$ cat config.mk
export PLATFORM = sky130hd
export DESIGN_NAME = voice_sched
export DESIGN_NICKNAME = d
export VERILOG_FILES = /design/src/rtl/voice_sched.sv
export SDC_FILE = /design/constraint.sdc
export NUM_CORES = 1
export LEC_CHECK = 0
export BUFFER_PORTS_ARGS = -buffer_cell sky130_fd_sc_hd__buf_2
export CAP_MARGIN = 20
export CELL_PAD_IN_SITES_DETAIL_PLACEMENT = 0
export CELL_PAD_IN_SITES_GLOBAL_PLACEMENT = 1
export CORE_UTILIZATION = 47
export DETAILED_ROUTE_END_ITERATION = 6
export GPL_TIMING_DRIVEN = 0
export PLACE_DENSITY = 0.85
export SLEW_MARGIN = 10
export SYNTH_ARGS = -nofsm -noshare
export SYNTH_HDL_FRONTEND = slang
export SYNTH_SLANG_ARGS = --single-unit
$ cat constraint.sdc
create_clock -name clk -period 2.6 [get_ports clk]
set_input_delay 0.52 -clock clk [delete_from_list [all_inputs] [get_ports clk]]
set_output_delay 0.52 -clock clk [all_outputs]
set_load 0.01 [all_outputs]
$ cat src/rtl/voice_sched.sv
// Voice scheduler: round-robin channel scan plus a 3-cycle note-event FSM that
// allocates, retriggers and releases voices in per-channel note/tuning tables.
module voice_sched #(
    parameter int NUM_BITS     = 32,
    parameter int NUM_CHANNELS = 16
) (
    input  logic                    clk,
    input  logic                    rst,
    input  logic                    ev_valid,
    output logic                    ev_ready,
    input  logic                    ev_on,
    input  logic [6:0]              ev_note,
    input  logic [NUM_BITS-1:0]     ev_tw,
    output logic [NUM_CHANNELS-1:0] acc_en,
    output logic [NUM_CHANNELS-1:0] acc_clr,
    output logic [NUM_CHANNELS-1:0] curr_note,
    output logic [NUM_BITS-1:0]     tuning_word,
    output logic [NUM_CHANNELS-1:0] ch_active,
    output logic                    frame_start,
    output logic                    drop
);

    localparam int IDX_W = $clog2(NUM_CHANNELS);
    localparam logic [IDX_W-1:0] LAST_IDX = IDX_W'(NUM_CHANNELS - 1);

    typedef enum logic [1:0] {
        IDLE   = 2'd0,
        LOOKUP = 2'd1,
        COMMIT = 2'd2
    } state_e;

    function automatic logic [NUM_CHANNELS-1:0] onehot(input logic [IDX_W-1:0] i);
        logic [NUM_CHANNELS-1:0] v;
        v    = '0;
        v[i] = 1'b1;
        return v;
    endfunction

    state_e                  state_q, state_d;
    logic [IDX_W-1:0]        idx_q, idx_d;
    logic                    ev_ready_q;
    logic                    lat_on_q;
    logic [6:0]              lat_note_q;
    logic [NUM_BITS-1:0]     lat_tw_q;
    logic                    match_hit_q, free_hit_q;
    logic [IDX_W-1:0]        match_idx_q, free_idx_q;
    logic [NUM_CHANNELS-1:0] active_q;
    logic [6:0]              note_q [NUM_CHANNELS];
    logic [NUM_BITS-1:0]     tw_q   [NUM_CHANNELS];
    logic [NUM_CHANNELS-1:0] curr_note_q, acc_en_q, acc_clr_q;
    logic [NUM_BITS-1:0]     tuning_word_q;
    logic                    frame_start_q, drop_q;

    logic                    accept_s;
    logic                    match_hit_s, free_hit_s;
    logic [IDX_W-1:0]        match_idx_s, free_idx_s;
    logic                    on_wr_s, off_clr_s, drop_s;
    logic [IDX_W-1:0]        wr_idx_s;

    // Scan index: free-running modulo NUM_CHANNELS.
    always_comb begin
        idx_d = (idx_q == LAST_IDX) ? '0 : idx_q + 1'b1;
    end

    // Lowest matching active channel and lowest free channel (descending loop keeps the lowest).
    always_comb begin
        match_hit_s = 1'b0;
        match_idx_s = '0;
        free_hit_s  = 1'b0;
        free_idx_s  = '0;
        for (int i = NUM_CHANNELS - 1; i >= 0; i--) begin
            match_idx_s = (active_q[i] && (note_q[i] == lat_note_q)) ? IDX_W'(i) : match_idx_s;
            match_hit_s = match_hit_s | (active_q[i] && (note_q[i] == lat_note_q));
            free_idx_s  = (!active_q[i]) ? IDX_W'(i) : free_idx_s;
            free_hit_s  = free_hit_s | !active_q[i];
        end
    end

    // Event FSM next state and commit decode.
    always_comb begin
        state_d   = state_q;
        accept_s  = 1'b0;
        on_wr_s   = 1'b0;
        off_clr_s = 1'b0;
        drop_s    = 1'b0;
        wr_idx_s  = match_hit_q ? match_idx_q : free_idx_q;
        case (state_q)
            IDLE: begin
                if (ev_valid && ev_ready_q) begin
                    accept_s = 1'b1;
                    state_d  = LOOKUP;
                end else begin
                    state_d  = IDLE;
                end
            end
            LOOKUP: state_d = COMMIT;
            COMMIT: begin
                state_d   = IDLE;
                on_wr_s   = lat_on_q && (match_hit_q || free_hit_q);
                off_clr_s = !lat_on_q && match_hit_q;
                drop_s    = lat_on_q && !match_hit_q && !free_hit_q;
            end
            default: state_d = IDLE;
        endcase
    end

    // FSM state, scan index and ready flag.
    always_ff @(posedge clk) begin
        if (rst) begin
            state_q    <= IDLE;
            idx_q      <= '0;
            ev_ready_q <= 1'b0;
        end else begin
            state_q    <= state_d;
            idx_q      <= idx_d;
            ev_ready_q <= (state_d == IDLE);
        end
    end

    // Event latch and lookup result registers.
    always_ff @(posedge clk) begin
        if (rst) begin
            lat_on_q    <= 1'b0;
            lat_note_q  <= 7'd0;
            lat_tw_q    <= '0;
            match_hit_q <= 1'b0;
            match_idx_q <= '0;
            free_hit_q  <= 1'b0;
            free_idx_q  <= '0;
        end else begin
            if (accept_s) begin
                lat_on_q   <= ev_on;
                lat_note_q <= ev_note;
                lat_tw_q   <= ev_tw;
            end
            if (state_q == LOOKUP) begin
                match_hit_q <= match_hit_s;
                match_idx_q <= match_idx_s;
                free_hit_q  <= free_hit_s;
                free_idx_q  <= free_idx_s;
            end
        end
    end

    // Voice tables, written only at the COMMIT edge.
    always_ff @(posedge clk) begin
        if (rst) begin
            active_q <= '0;
            for (int i = 0; i < NUM_CHANNELS; i++) begin
                note_q[i] <= 7'd0;
                tw_q[i]   <= '0;
            end
        end else if (on_wr_s) begin
            active_q[wr_idx_s] <= 1'b1;
            note_q[wr_idx_s]   <= lat_note_q;
            tw_q[wr_idx_s]     <= lat_tw_q;
        end else if (off_clr_s) begin
            active_q[match_idx_q] <= 1'b0;
        end
    end

    // Registered scan outputs sample the tables before any same-edge write.
    always_ff @(posedge clk) begin
        if (rst) begin
            curr_note_q   <= '0;
            tuning_word_q <= '0;
            acc_en_q      <= '0;
            frame_start_q <= 1'b0;
            acc_clr_q     <= '0;
            drop_q        <= 1'b0;
        end else begin
            curr_note_q   <= onehot(idx_q);
            tuning_word_q <= tw_q[idx_q];
            acc_en_q      <= onehot(idx_q) & {NUM_CHANNELS{active_q[idx_q]}};
            frame_start_q <= (idx_q == '0);
            acc_clr_q     <= on_wr_s ? onehot(wr_idx_s) : '0;
            drop_q        <= drop_s;
        end
    end

    assign ev_ready    = ev_ready_q;
    assign acc_en      = acc_en_q;
    assign acc_clr     = acc_clr_q;
    assign curr_note   = curr_note_q;
    assign tuning_word = tuning_word_q;
    assign ch_active   = active_q;
    assign frame_start = frame_start_q;
    assign drop        = drop_q;

endmodule

[Word level (Yosys, flattened, before mapping)]
Memory sizes are Yosys's and may differ from the RTL's. A register that Yosys moved wholly into a read port is not among the register bits.
Cells that the tools add are included.
Word-level totals
  memory bits (writable): 624
  memories kept: 2
  word-level logic and storage cells: 193
  bits of input ports: 43
  register bits after elaboration: 123
Cells by class
  bitwise operators: 36
  add/subtract/negate cells: 1
  equality and inequality tests: 19
  order comparisons: 6
  muxes and demuxes: 60
  reduce and logical (&&, ||, !) cells: 53
Memories
  tw_q: depth 16, bits a word 32, read ports 1, clocked after memory_dff 1, wr ports 16, line 49  | logic [NUM_BITS-1:0] tw_q [NUM_CHANNELS];
  note_q: depth 16, bits a word 7, read ports 16, clocked after memory_dff 0, wr ports 16, line 48  | logic [6:0] note_q [NUM_CHANNELS];
Operators with widths (count)
  $mux W4: 35
  $eq A7 B7 Y1: 16
  $and A16 B16 Y16: 2
  $mux W16: 2
  $mux W32: 1
  $reduce_or A32 Y1: 1
  $or A1 B1 Y1: 30
  $logic_and A1 B1 Y1: 24
  $logic_not A1 Y1: 19
  $mux W1: 16
  $not A16 Y16: 1
  $or A16 B16 Y16: 1
  $lt A4 B5 Y1 const B: 3
  $demux W1 S4: 3
  $ge A4 B1 Y1 const B: 3
  $mux W7: 1
  $reduce_or A7 Y1: 1
  $reduce_or A2 Y1: 3
  $add A4 B1 Y4 const B: 1
  $bmux W1 S4: 1
  $eq A4 B4 Y1 const B: 1
  $logic_not A2 Y1: 2
  $logic_not A4 Y1: 1
  $pmux W2 S2: 1
  other kinds (5): 6

[Longest topological paths before layout]
An unclocked memory read counts as a cell.
  word-level depth: 19
  depth in mapped cells: 9
  depth with buffers taken out: 6

[Worst setup path before layout]
No wires, ideal clock.
  path kind: input-to-reg
  from: input port rst
  to: memory note_q[0][0], enable pin
  library setup time: 0.402 ns
  stages: 3
  arrival: 2.047 ns
  path slack: 0.151 ns
  required time: 2.198 ns
  path through: clkbuf_1 > clkbuf_1 > nand2b_1
RTL lines
  start, declared: line 8  | input logic rst,
  end, declared: line 48

==> impl_results.md <==
- Vias in the first global route: 20600
- Fin. Hold Viols: 0
- Fillers: 5650
- Cell variety after synth: 52
- Post-synthesis sequential area ratio: 64.7%
- Logic pwr share: 7.0%
- First-pass GRT wire length: 139000 um
- Crit path arrival time: 3.13 ns
- 1st-pass router iterations: 6
- Net count, final: 2620
- Worst hold-check path type: in2reg
- Worst setup SP type: flip-flop
- Clk pin slew, worst setup/hold paths: 0.06 ns
- DR DRC count: 0
- Post-Syn Nets: 2385
- Fin crit period: 2.62 ns
- Net switching power: 0.00629 W
- Antenna violations before repair: 2
- F_max: 381 MHz
- ANT nets after route: 0
- CP max FO: 10
- Synthesis-to-layout area growth: 14.6%
- Global Route Usage Sum: 26.4%
- Iteration-0 DRC Markers: 2595
- Critical Path RT: 3.11 ns
- Core area: 0.0705 sq mm
- Area leader, netlist: edfxtp_1
- Dominant synthesized flop cell: edfxtp_1
- Worst slew margin: 38.1%
- Critical Path End Type: flip-flop
- Most common cell after layout, fill and taps aside: and2_1
- Clock sinks: 778
- GPL Wtd Cong: 0.910
- Share of cells above drive strength 1: 22.0%
- Initial Util: 47.8%
- Yosys Warn Count: 0
- Worst reg2reg path depth: 7
- Run status: finished with violations
- Final core utilization: 54.8%
- CP Class: reg2reg
- Cells after Synth: 2338
- Switching share of total power: 22.8%
- Clock buffer depth: 3
- Multi-input logic area: 0.0111 sq mm
- Worst-margin pin slew: 0.929 ns
- Place WS: -0.684 ns
- CTS Buf Count: 82
- Port bufs: 141
- GR Overflow Total: 0
- PD cells: 715 mW/mm^2
- Synth top area share: 55.6%
- Root Buffer: clkbuf_16
- RSZ-0062 raised after global routing: yes
- Async SR Flop Fraction: 0%
- Max_cap viols: 0
- Largest net degree at the start of global routing: 40
- Vias: 20600
- Die area: 0.0728 sq mm
- Reg power frac: 50.7%
- Clk_lat worst skew: 0.64 ns
- Static Leakage: 14.1 nW
- Final HPWL DP: 60500 um
- CTS tree: done
- Fin worst setup slack: -0.0247 ns
- H-tree levels: 3
- Crit share post-route: 101%
- Peak supply drop: 0.409 mV
- Vias per inst: 5.74
- Top post-synthesis cells by area: edfxtp_1, and2_1, mux4_2, dfxtp_1, xnor2_1
- Int Pwr: 0.0213 W
- Skew final: 0.0370 ns
- #FFs+latches synth: 778
- Hold Crit Depth: 3
- Post-synth EDFFs: 624
- Failing checks: negative setup slack
- Reg area: 0.0218 sq mm
- Io pins: 142
- WL/cell: 27.0 um
- Die W: 270 um
- Commonest non-fill, non-tap cells in the layout: and2_1, edfxtp_1, buf_2
- Die height: 270 um
- Syn avg cell area: 14.4 sq um
- Std cell rows: 97
- Endpoints failing setup: 6
- Clock share of power: 42.2%
- WL final: 96600 um
- Mapped cell area: 0.0337 sq mm
- Max-slew violation count: 0
==> final timing paths <==
check	slack, ns	from	to
setup / recovery	-0.02	match_hit_q	tw_q[2][4]
hold / removal	0.11	ev_tw[25]	lat_tw_q[25]
setup reg to reg	-0.02	match_hit_q	tw_q[2][4]
hold reg to reg	0.49	lat_on_q	lat_on_q
==> timing repair <==
item	CTS	global route
endpoints found under the setup margin	643	884
buffers inserted	1	4
cloned	3	1
resized for setup	70	41
hold buffers	0	0
pin swaps	1	0
==> metrics by stage <==
stage	hold slack, ns	power [W]	instance area (sq um)	setup TNS (ns)	instances
floorplan	0.426	0.0154	33700	0	2338
global placement	0.469	0.0161	35600	-918.59	3419
detailed placement	0.472	0.0162	35700	-297.75	3421
CTS	0.0962	0.0276	38500	0	3577
global route	0.121	0.0283	38600	-0.144	3581
finish	0.113	0.0276	38600	-0.0752	3583
==> cell families (layout without fill, tap and decap cells) <==
kind of cell    count (synthesis)  after routing  share of synthesized area, %
simple gates                  961            965                          16.5
flops                         778            778                          64.7
buf+inv                       214            513                          2.78
fa+ha+maj                       4              4                         0.148
other cells                     0              2                             0
compound gates                104            104                          1.98
mux                           164            164                          11.0
xor+xnor                      113            113                          2.94
==> critical path, stage by stage (launching register included) <==
cell	delay, ns
dfxtp_1	0.29
buf_2	0.16
buf_2	0.20
nor3_1	0.38
a21oi_1	0.15
nor2_1	0.57
clkbuf_1	0.52
and2_1	0.23
==> registers in the layout (all words and copies together), names as in the netlist <==
name         count
drop             1
free_idx_q       4
idx_q            4
free_hit_q       1
ev_ready         1
state_q          2
tuning_word     32
tw_q           512
acc_en          16
match_hit_q      1
lat_on_q         1
match_idx_q      4
ch_active       16
lat_tw_q        32
acc_clr         16
curr_note       16
note_q         112
lat_note_q       7
==> cell usage after synthesis, drive strengths merged (3+ instances only) <==
| cell | n |
|---|---|
| and2 | 628 |
| edfxtp | 624 |
| mux4 | 164 |
| dfxtp | 154 |
| clkbuf | 143 |
| nand2 | 106 |
| xnor2 | 101 |
| nor2 | 82 |
| buf | 54 |
| a21oi | 49 |
| nor2b | 40 |
| nand4 | 33 |
| nand2b | 25 |
| inv | 17 |
| nor3 | 14 |
| xor2 | 12 |
| a221oi | 11 |
| or2 | 10 |
| a31oi | 8 |
| nor4 | 8 |
| a211oi | 6 |
| o21ai | 6 |
| ha | 4 |
| nand3 | 4 |
| a22oi | 3 |
| a311oi | 3 |
| o31ai | 3 |
==> per-layer routing <==
layer	vias up	global-route usage, %	routed length [um]
li1	8829	-	-
met1	10400	35.2	37800
met2	1096	42.0	45500
met3	199	5.33	9210
met4	0	12.0	4020
met5	-	0	0
==> final cells by class <==
class	instances	share of cell area (%)
Antenna cell	2	0.0130
Clock buffer	117	5.98
Sequential cell	778	56.5
Tap cell	940	3.05
Clock inverter	35	0.862
Multi-Input combinational cell	1350	28.8
Timing Repair Buffer	148	2.10
Buffer	196	2.53
Inverter	17	0.165
==> power by group through the flow <==
| stage | Sequential, W | Clock, W | Combinational, W |
|---|---|---|---|
| floorplan | 0.0142 | 0 | 0.00117 |
| global placement | 0.0143 | 0 | 0.00184 |
| global route | 0.0140 | 0.0122 | 0.00204 |
| CTS | 0.0140 | 0.0117 | 0.00193 |
| detailed placement | 0.0143 | 0 | 0.00189 |
| finish | 0.0140 | 0.0117 | 0.00195 |
(Power assumes the default switching activity.)
